$ cat config.mk
export PLATFORM = sky130hd
export DESIGN_NAME = des_key_schedule
export DESIGN_NICKNAME = d
export VERILOG_FILES = /design/src/rtl/des_key_schedule.sv
export SDC_FILE = /design/constraint.sdc
export NUM_CORES = 1
export LEC_CHECK = 0
export ABC_AREA = 1
export CORE_AREA = 10 10 118 146
export CTS_CLUSTER_DIAMETER = 50
export CTS_CLUSTER_SIZE = 12
export DETAILED_ROUTE_END_ITERATION = 8
export DIE_AREA = 0 0 128 156
export GPL_ROUTABILITY_DRIVEN = 0
export PLACE_DENSITY = 0.82
export SLEW_MARGIN = 10
export SYNTH_ARGS = -nofsm -noshare
export SYNTH_HDL_FRONTEND = slang
export SYNTH_SLANG_ARGS = --single-unit
$ cat constraint.sdc
create_clock -name clk -period 2.1 [get_ports clk]
set_clock_uncertainty 0.15 [all_clocks]
set_input_delay 0.525 -clock clk [delete_from_list [all_inputs] [get_ports clk]]
set_output_delay 0.525 -clock clk [all_outputs]
set_load 0.005 [all_outputs]
$ cat src/rtl/des_key_schedule.sv
// DES subkey generator: PC-1, per-round C/D rotation and PC-2, with a valid/ready subkey stream.
// Define KEY_PARITY_CHECK_EN to flag keys that contain an even-parity byte.
module des_key_schedule #(
  parameter int unsigned NUM_ROUNDS = 16,
  parameter logic [15:0] SHIFT_MAP  = 16'h8103
) (
  input  logic        clk,
  input  logic        rst,
  input  logic [64:1] Key_In,
  input  logic        Key_Valid,
  output logic        Key_Ready,
  input  logic        Decrypt,
  output logic [48:1] Subkey,
  output logic [3:0]  Subkey_Round,
  output logic        Subkey_Valid,
  input  logic        Subkey_Ready,
  output logic        Schedule_Done,
  output logic        Parity_Error
);

  localparam int Pc1 [56] = '{
    57, 49, 41, 33, 25, 17,  9,  1, 58, 50, 42, 34, 26, 18,
    10,  2, 59, 51, 43, 35, 27, 19, 11,  3, 60, 52, 44, 36,
    63, 55, 47, 39, 31, 23, 15,  7, 62, 54, 46, 38, 30, 22,
    14,  6, 61, 53, 45, 37, 29, 21, 13,  5, 28, 20, 12,  4
  };

  localparam int Pc2 [48] = '{
    14, 17, 11, 24,  1,  5,  3, 28, 15,  6, 21, 10,
    23, 19, 12,  4, 26,  8, 16,  7, 27, 20, 13,  2,
    41, 52, 31, 37, 47, 55, 30, 40, 51, 45, 33, 48,
    44, 49, 39, 56, 34, 53, 46, 42, 50, 36, 29, 32
  };

  function automatic int unsigned total_shift();
    int unsigned s;
    s = 0;
    for (int r = 0; r < int'(NUM_ROUNDS); r++) s += SHIFT_MAP[r] ? 1 : 2;
    return s % 28;
  endfunction

  localparam int unsigned TotalShift = total_shift();
  localparam logic [3:0]  LastIdx    = 4'(NUM_ROUNDS - 1);

  // cd[55] holds C bit 1, cd[27] holds D bit 1; rotate-left moves bits toward the MSB.
  function automatic logic [27:0] rotl28(logic [27:0] x, int unsigned s);
    logic [55:0] t;
    t = {x, x} << s;
    return t[55:28];
  endfunction

  function automatic logic [55:0] rotl_cd(logic [55:0] cd, int unsigned s);
    return {rotl28(cd[55:28], s), rotl28(cd[27:0], s)};
  endfunction

  function automatic logic [55:0] pc1(logic [64:1] key);
    logic [55:0] cd;
    for (int i = 0; i < 56; i++) cd[55-i] = key[65-Pc1[i]];
    return cd;
  endfunction

  function automatic logic [47:0] pc2(logic [55:0] cd);
    logic [47:0] k;
    for (int i = 0; i < 48; i++) k[47-i] = cd[56-Pc2[i]];
    return k;
  endfunction

  typedef enum logic [1:0] {StIdle, StLoad, StGen} state_e;

  state_e      state_q;
  logic [55:0] cd_q;
  logic        dec_q;
  logic [47:0] sk_q;
  logic [3:0]  round_q;
  logic        valid_q;
  logic        done_q;

  logic [3:0]  emit_idx;
  logic [3:0]  sel;
  int unsigned amt;
  logic [55:0] cd_fwd;
  logic [55:0] cd_rev;

  // Shift for the round being emitted: round e+1 when encrypting, round N-e when decrypting.
  always_comb begin
    emit_idx = valid_q ? round_q + 4'd1 : 4'd0;
    sel      = dec_q ? LastIdx - emit_idx : emit_idx;
    amt      = SHIFT_MAP[sel] ? 1 : 2;
    cd_fwd   = rotl_cd(cd_q, amt);
    cd_rev   = rotl_cd(cd_q, 28 - amt);
  end

`ifdef KEY_PARITY_CHECK_EN
  logic perr_q;

  function automatic logic parity_bad(logic [64:1] key);
    logic bad;
    bad = 1'b0;
    for (int b = 0; b < 8; b++) bad |= ~(^key[8*b+1 +: 8]);
    return bad;
  endfunction

  assign Parity_Error = perr_q;
`else
  logic unused_parity_bits;
  assign unused_parity_bits = ^{Key_In[57], Key_In[49], Key_In[41], Key_In[33],
                                Key_In[25], Key_In[17], Key_In[9], Key_In[1]};
  assign Parity_Error = 1'b0;
`endif

  always_ff @(posedge clk) begin
    if (rst) begin
      state_q <= StIdle;
      cd_q    <= '0;
      dec_q   <= 1'b0;
      sk_q    <= '0;
      round_q <= '0;
      valid_q <= 1'b0;
      done_q  <= 1'b0;
`ifdef KEY_PARITY_CHECK_EN
      perr_q  <= 1'b0;
`endif
    end else begin
      done_q <= 1'b0;
      unique case (state_q)
        StIdle: begin
          if (Key_Valid) begin
            cd_q    <= pc1(Key_In);
            dec_q   <= Decrypt;
            state_q <= StLoad;
`ifdef KEY_PARITY_CHECK_EN
            perr_q  <= parity_bad(Key_In);
`endif
          end
        end
        StLoad: begin
          if (dec_q) cd_q <= rotl_cd(cd_q, TotalShift);
          state_q <= StGen;
        end
        StGen: begin
          if (!valid_q || Subkey_Ready) begin
            if (valid_q && round_q == LastIdx) begin
              valid_q <= 1'b0;
              done_q  <= 1'b1;
              state_q <= StIdle;
            end else begin
              valid_q <= 1'b1;
              round_q <= emit_idx;
              if (dec_q) begin
                sk_q <= pc2(cd_q);
                cd_q <= cd_rev;
              end else begin
                sk_q <= pc2(cd_fwd);
                cd_q <= cd_fwd;
              end
            end
          end
        end
        default: state_q <= StIdle;
      endcase
    end
  end

  assign Key_Ready     = (state_q == StIdle);
  assign Subkey        = sk_q;
  assign Subkey_Round  = round_q;
  assign Subkey_Valid  = valid_q;
  assign Schedule_Done = done_q;

endmodule

# Word-level counts from Yosys, hierarchy flattened
# Memories as Yosys holds them, arrays and structs flattened.
# Cells that the tools add are included.
[classes]
addsub = 3
n_lt_le_gt_ge = 1
n_eq_ne = 7
shift = 4
n_mux = 16
bitwise = 3
n_reduce_logical = 11
[op_table]
columns = ["operator", "n"]
rows = [
  ["two-way mux 56 bit", 4],
  ["case mux 56 bit (2 select lines)", 1],
  ["<< shifter 56 x 2 -> 56 bit", 2],
  ["<< shifter 56 x 32 -> 56 bit", 2],
  ["two-way mux 48 bit", 1],
  ["two-way mux 2 bit", 4],
  ["two-way mux 4 bit", 2],
  ["inequality test 2 bit (second input constant)", 4],
  ["case mux 2 bit (3 select lines)", 1],
  ["AND reduction 3 bit", 2],
  ["subtractor 5 x 2 -> 6 bit (first input constant)", 1],
  ["less-than comparator 4 x 5 -> 1 bit (second input constant)", 1],
  ["adder 4 x 1 -> 4 bit (second input constant)", 1],
  ["== test 4 bit (second input constant)", 1],
  ["AND reduction 2 bit", 2],
  ["AND reduction 4 bit", 1],
  ["subtractor 4 bit (first input constant)", 1],
  ["two-way mux 1 bit", 3],
  ["NOT 1 bit", 3],
  ["OR reduction 3 bit", 1],
  ["== test 2 x 1 -> 1 bit (second input constant)", 1],
  ["== test 2 bit (second input constant)", 1],
  ["logical NOT 2 bit", 1],
  ["nonzero test 2 bit", 1],
  ["3 further kinds", 3],
]
[word_totals]
reg_bits = 113
romBits = 16
inputBits = 69
elab_cells = 53
mem_count = 1
[mem_list]
columns = ["name", "words", "word_bits", "read_ports", "rd_clocked_by_memory_dff", "wr", "line_no", "source"]
rows = [
  ["(name not given)", 16, 1, 1, 0, 0, "88", "amt = SHIFT_MAP[sel] ? 1 : 2;"],
]

# Logic depth before layout (Yosys ltp)
[depth]
depth_word = 13
ltp_mapped = 16
mapped_depth_nobuf = 14

# Worst setup path before layout
# Ideal clock, no wire load.
[synth_path]
path_kind = "register -> register"
from = "reg round_q[0], in the netlist Subkey_Round[0]"
to = "reg cd_q[1]"
setup_time_ps = 132
arrival_ps = 1739
t_required_ps = 1818
slack_ps = 79
path_stages_with_launch = 16
period_less_slack_ps = 2021
path_cell_list = "dfxtp_1 -> ha_1 -> nand2_1 -> nand2_1 -> nor2_1 -> nand3_1 -> nand2_1 -> nand3_1 -> buf_4 -> buf_2 -> nand3_1 -> nand2_1 -> nand2_1 -> nand3_1 -> nand2_1 -> a21oi_1"
[synth_between]
elab_chain_cells = 13
elab_cells_between_ends = 18
cone_classes = "add/sub: 3; eq/ne: 2; shift: 2; mux: 8; reduce/logical: 2; memory: 1"
[synth_rtl]
columns = ["item", "line_no", "source"]
rows = [
  ["from (decl)", "74", "logic [3:0] round_q;"],
  ["from (signal assigned)", "148", "round_q <= emit_idx;"],
  ["adder 4 x 1 -> 4 bit", "86", "emit_idx = valid_q ? round_q + 4'd1 : 4'd0;"],
  ["two-way mux 4 bit", "86", ""],
  ["subtractor 4 bit", "87", "sel = dec_q ? LastIdx - emit_idx : emit_idx;"],
  ["two-way mux 4 bit", "87", ""],
  ["memory read (16 x 1 bit)", "-", ""],
  ["two-way mux 1 bit (not written as such)", "88", ""],
  ["two-way mux 2 bit", "88", ""],
  ["subtractor 5 x 2 -> 6 bit", "90", "cd_rev = rotl_cd(cd_q, 28 - amt);"],
  ["<< shifter 56 x 32 -> 56 bit", "48", "t = {x, x} << s;"],
  ["two-way mux 56 bit", "149", "if (dec_q) begin"],
  ["two-way mux 56 bit", "142", "if (valid_q && round_q == LastIdx) begin"],
  ["two-way mux 56 bit", "141", "if (!valid_q || Subkey_Ready) begin"],
  ["case mux 56 bit (2 select lines)", "125", "unique case (state_q)"],
  ["to (signal assigned)", "128", "cd_q <= pc1(Key_In);"],
  ["to (signal assigned)", "151", "cd_q <= cd_rev;"],
  ["to (signal assigned)", "154", "cd_q <= cd_fwd;"],
  ["to (decl)", "71", "logic [55:0] cd_q;"],
]
# Several ways; a longest one is shown, not always the timed one. The select of a mux whose other input is x is not followed.
# A chain may end at the register's enable or synchronous reset.

# Worst setup path in the final report
[layout_path]
from = "reg round_q[1], in the netlist Subkey_Round[1]"
to = "reg cd_q[54]"
# The elaborated chain is that of the path after synthesis.

==> results.yml <==
run_status:
  outcome: "complete, but fails checks"
  failed_checks: "negative setup slack"
final_layout:
  fin_util_pct: 64.7
  area_growth_syn_to_layout_pct: 46.8
  nFillCells: 1245
  nets: 1231
  diodes: 0
  final_cell_count_no_fill: 1352
  drive_above_1_share_pct: 23.4
global_routing:
  grt_pass1_vias: 6986
  grt_max_degree: 105
  grt_remaining_overflow: 0
  track_usage_pct: 20.7
  grt_pass1_wl_um: 34300
  antenna_found_initial: 0
timing:
  hold_viol_final: 0
  period_share_pct: 111
  tightest_slew_ns: 0.844
  setup_viol: 96
  relSlewSlack_pct: 43.7
  fmaxAchievable_ghz: 0.428
  rsz0062_at_grt: "yes"
  setup_ws_ns: -0.235
  period_needed_ns: 2.33
  slew_violations: 0
cts:
  clkSlewWorstSetupHoldPaths_ns: 0.05
  clk_latency_ns: 0.43
  cts.path.max_buffers: 2
  hold_buffers: 0
  clkSinkCount: 113
  htree_levels: 4
  ctsRootBufferMaster: "clkbuf_16"
  cts_buffers: 17
  cts_tree: "built"
pwr:
  leakagePower_nw: 3.87
  power_density_nw_per_um2: 803
  peakVddDrop_mv: 0.479
synth:
  yosys-top-cells-area: "dfxtp_1 36%, nand2_1 21%, a21oi_1 13%"
  synth-main-ff-cell: "dfxtp_1"
  synth.distinct_cells: 20
  ys_seq_elements: 113
  yosys.area_share.simple_pct: 38.8
  yosysTopAreaCell: "dfxtp_1"
  synthArstFlopShare_pct: 0
  syn_area_um2: 6330
  synth.area.mux_share_pct: 0
  synth-adder-area-share_pct: 0.198
  synthTopCellsByCount: "362 x nand2_1, 166 x a21oi_1, 134 x nand3_1"
  synth.top_cell.area_share_pct: 35.7
  yosysSeqAreaShare_pct: 35.7
  yosysMostFrequentCell: "nand2_1"
  syn-num-nets: 1117
  synth_compound_area_share_pct: 18.4
  synth_xor_area_share_pct: 0
  synth-edff-count: 0
  syn_inst: 1047
  synth_top_family_by_area: "simple AND/OR/NAND/NOR gates"
  yosys_warnings: 0
  postSynthAreaPerCell_um2: 6.04
route:
  antenna_left: 0
  firstDrtPassIters: 6
  routed_wl_um: 23600
  drc: 0
  wire_per_inst_um: 17.5
  drt-initial-drc-count: 1041
  viasPerCell: 5.85
  vias: 7912
placement:
  hpwl_um: 13300
  dp.cells: 1305
  port_buffers: 115
  dp_worst_setup_slack_ns: -0.147
setup_path:
  reg2reg_from: "Subkey_Round[1]"
  rr_worst_depth: 15
  crit_end: "cd_q[54]"
  ff2ff_setup_slack_ns: -0.23
  startpoint_type: "flop"
  end_kind: "flop"
  crit_arrival_ns: 2.54
  crit_type: "reg -> reg"
  critPathLaunch: "Subkey_Round[1]"
  worstReg2RegEnd: "cd_q[54]"
  cp.required_ns: 2.30
  critPathMaxFanout: 8
die:
  start_util_pct: 44.1
  std_cell_rows: 49
  die_h_um: 156
  boundaryPins: 125
  die_w_um: 128
  die_area_um2: 20000
  fp.coreArea_um2: 14300
worst_hold_path:
  hold_class: "reg -> reg"
  min_from: "cd_q[16]"
run:
  cap_viol_max_count: 0
[power by group]
part / total (mW) / internal, mW / switching (mW)
Sequential: 2.56 / 2.36 / 0.203
Clock: 2.69 / 1.68 / 1.00
Combinational: 2.20 / 0.938 / 1.27
Total: 7.46 / 4.98 / 2.47
[logic make-up after synthesis]
| group | after synthesis |
|---|---|
| flip-flops | 113 |
| AO/OA/AOI/OAI | 230 |
| other | 1 |
| buffers and inverters | 97 |
| AND/OR/NAND/NOR | 605 |
| adder cells (fa/ha/maj) | 1 |
[cell usage in the layout (no fill, tap or decap), types with 36 or more instances in the layout]
cell	synthesis	routed
nor2_1	105	102
buf_4	13	37
o21ai_0	61	61
nand3_2	0	36
nand2_1	362	273
dfxtp_1	113	108
nand2_2	0	79
a21oi_1	166	124
a21oi_2	0	42
nand3_1	134	97
clkdlybuf4s50_1	0	113
[registers in the layout, summed over array words and instances (netlist names)]
| signal | cells |
|---|---|
| Schedule_Done | 1 |
| Subkey | 48 |
| Subkey_Round | 4 |
| Subkey_Valid | 1 |
| cd_q | 56 |
| dec_q | 1 |
| state_q | 2 |
[metal layers]
metal | GRT usage, % | vias to the layer above | routed length (um)
met5 | 0 | - | 0
met3 | 4.86 | 85 | 1810
met2 | 36.3 | 421 | 12100
li1 | - | 3698 | -
met4 | 8.86 | 0 | 983
met1 | 23.3 | 3708 | 8710
[layout make-up]
class / count / area (um2) / area share (%)
multi-input cells: 837 / 4300 / 46.3
flip-flops and latches: 113 / 2270 / 24.5
repair buffers: 178 / 1890 / 20.4
clock buffers: 27 / 523 / 5.63
well taps: 178 / 223 / 2.40
inverters: 14 / 52.6 / 0.566
clock inverters: 5 / 25.0 / 0.269
[repair_timing]
| item | CTS | global route |
|---|---|---|
| resized for setup | 27 | 176 |
| setup buffers | 3 | 7 |
| endpoints found under the setup margin | 98 | 105 |
| pin swaps | 3 | 75 |
| cloned | 2 | 4 |
[worst min path at each step]
stage | end | slack [ns] | depth (start not counted)
after floorplan | cd_q[23] | 0.32 | 2
after global placement | cd_q[11] | 0.33 | 2
after detailed placement | cd_q[23] | 0.33 | 2
after CTS | cd_q[55] | 0.35 | 2
after global routing | cd_q[42] | 0.38 | 2
final | cd_q[16] | 0.36 | 2
[critical path: stages, from the launching register on]
cell	delay [ns]
dfxtp_2	0.34
ha_4	0.18
nand2_4	0.09
nand2_4	0.06
nor2_4	0.13
nand3_2	0.10
nand2_2	0.10
nand3_4	0.15
nand2_8	0.22
clkbuf_16	0.22
nand2_2	0.06
nand2_1	0.07
nand2_2	0.08
nand3_2	0.14
nand2_2	0.07
a21oi_2	0.10
[through the flow]
step	total power [mW]	TNS [ns]	cell area (um2)	hold slack [ns]
6_report	7.46	-11.15	9290	0.360
5_1_grt	7.76	-18.99	9290	0.377
4_1_cts	7.05	-0.191	8520	0.350
3_5_place_dp	4.32	-10.01	7800	0.335
3_3_place_gp	4.29	-6.88	7800	0.330
2_1_floorplan	3.63	0	6330	0.321
Note: power is estimated with default switching activity, not from simulation.
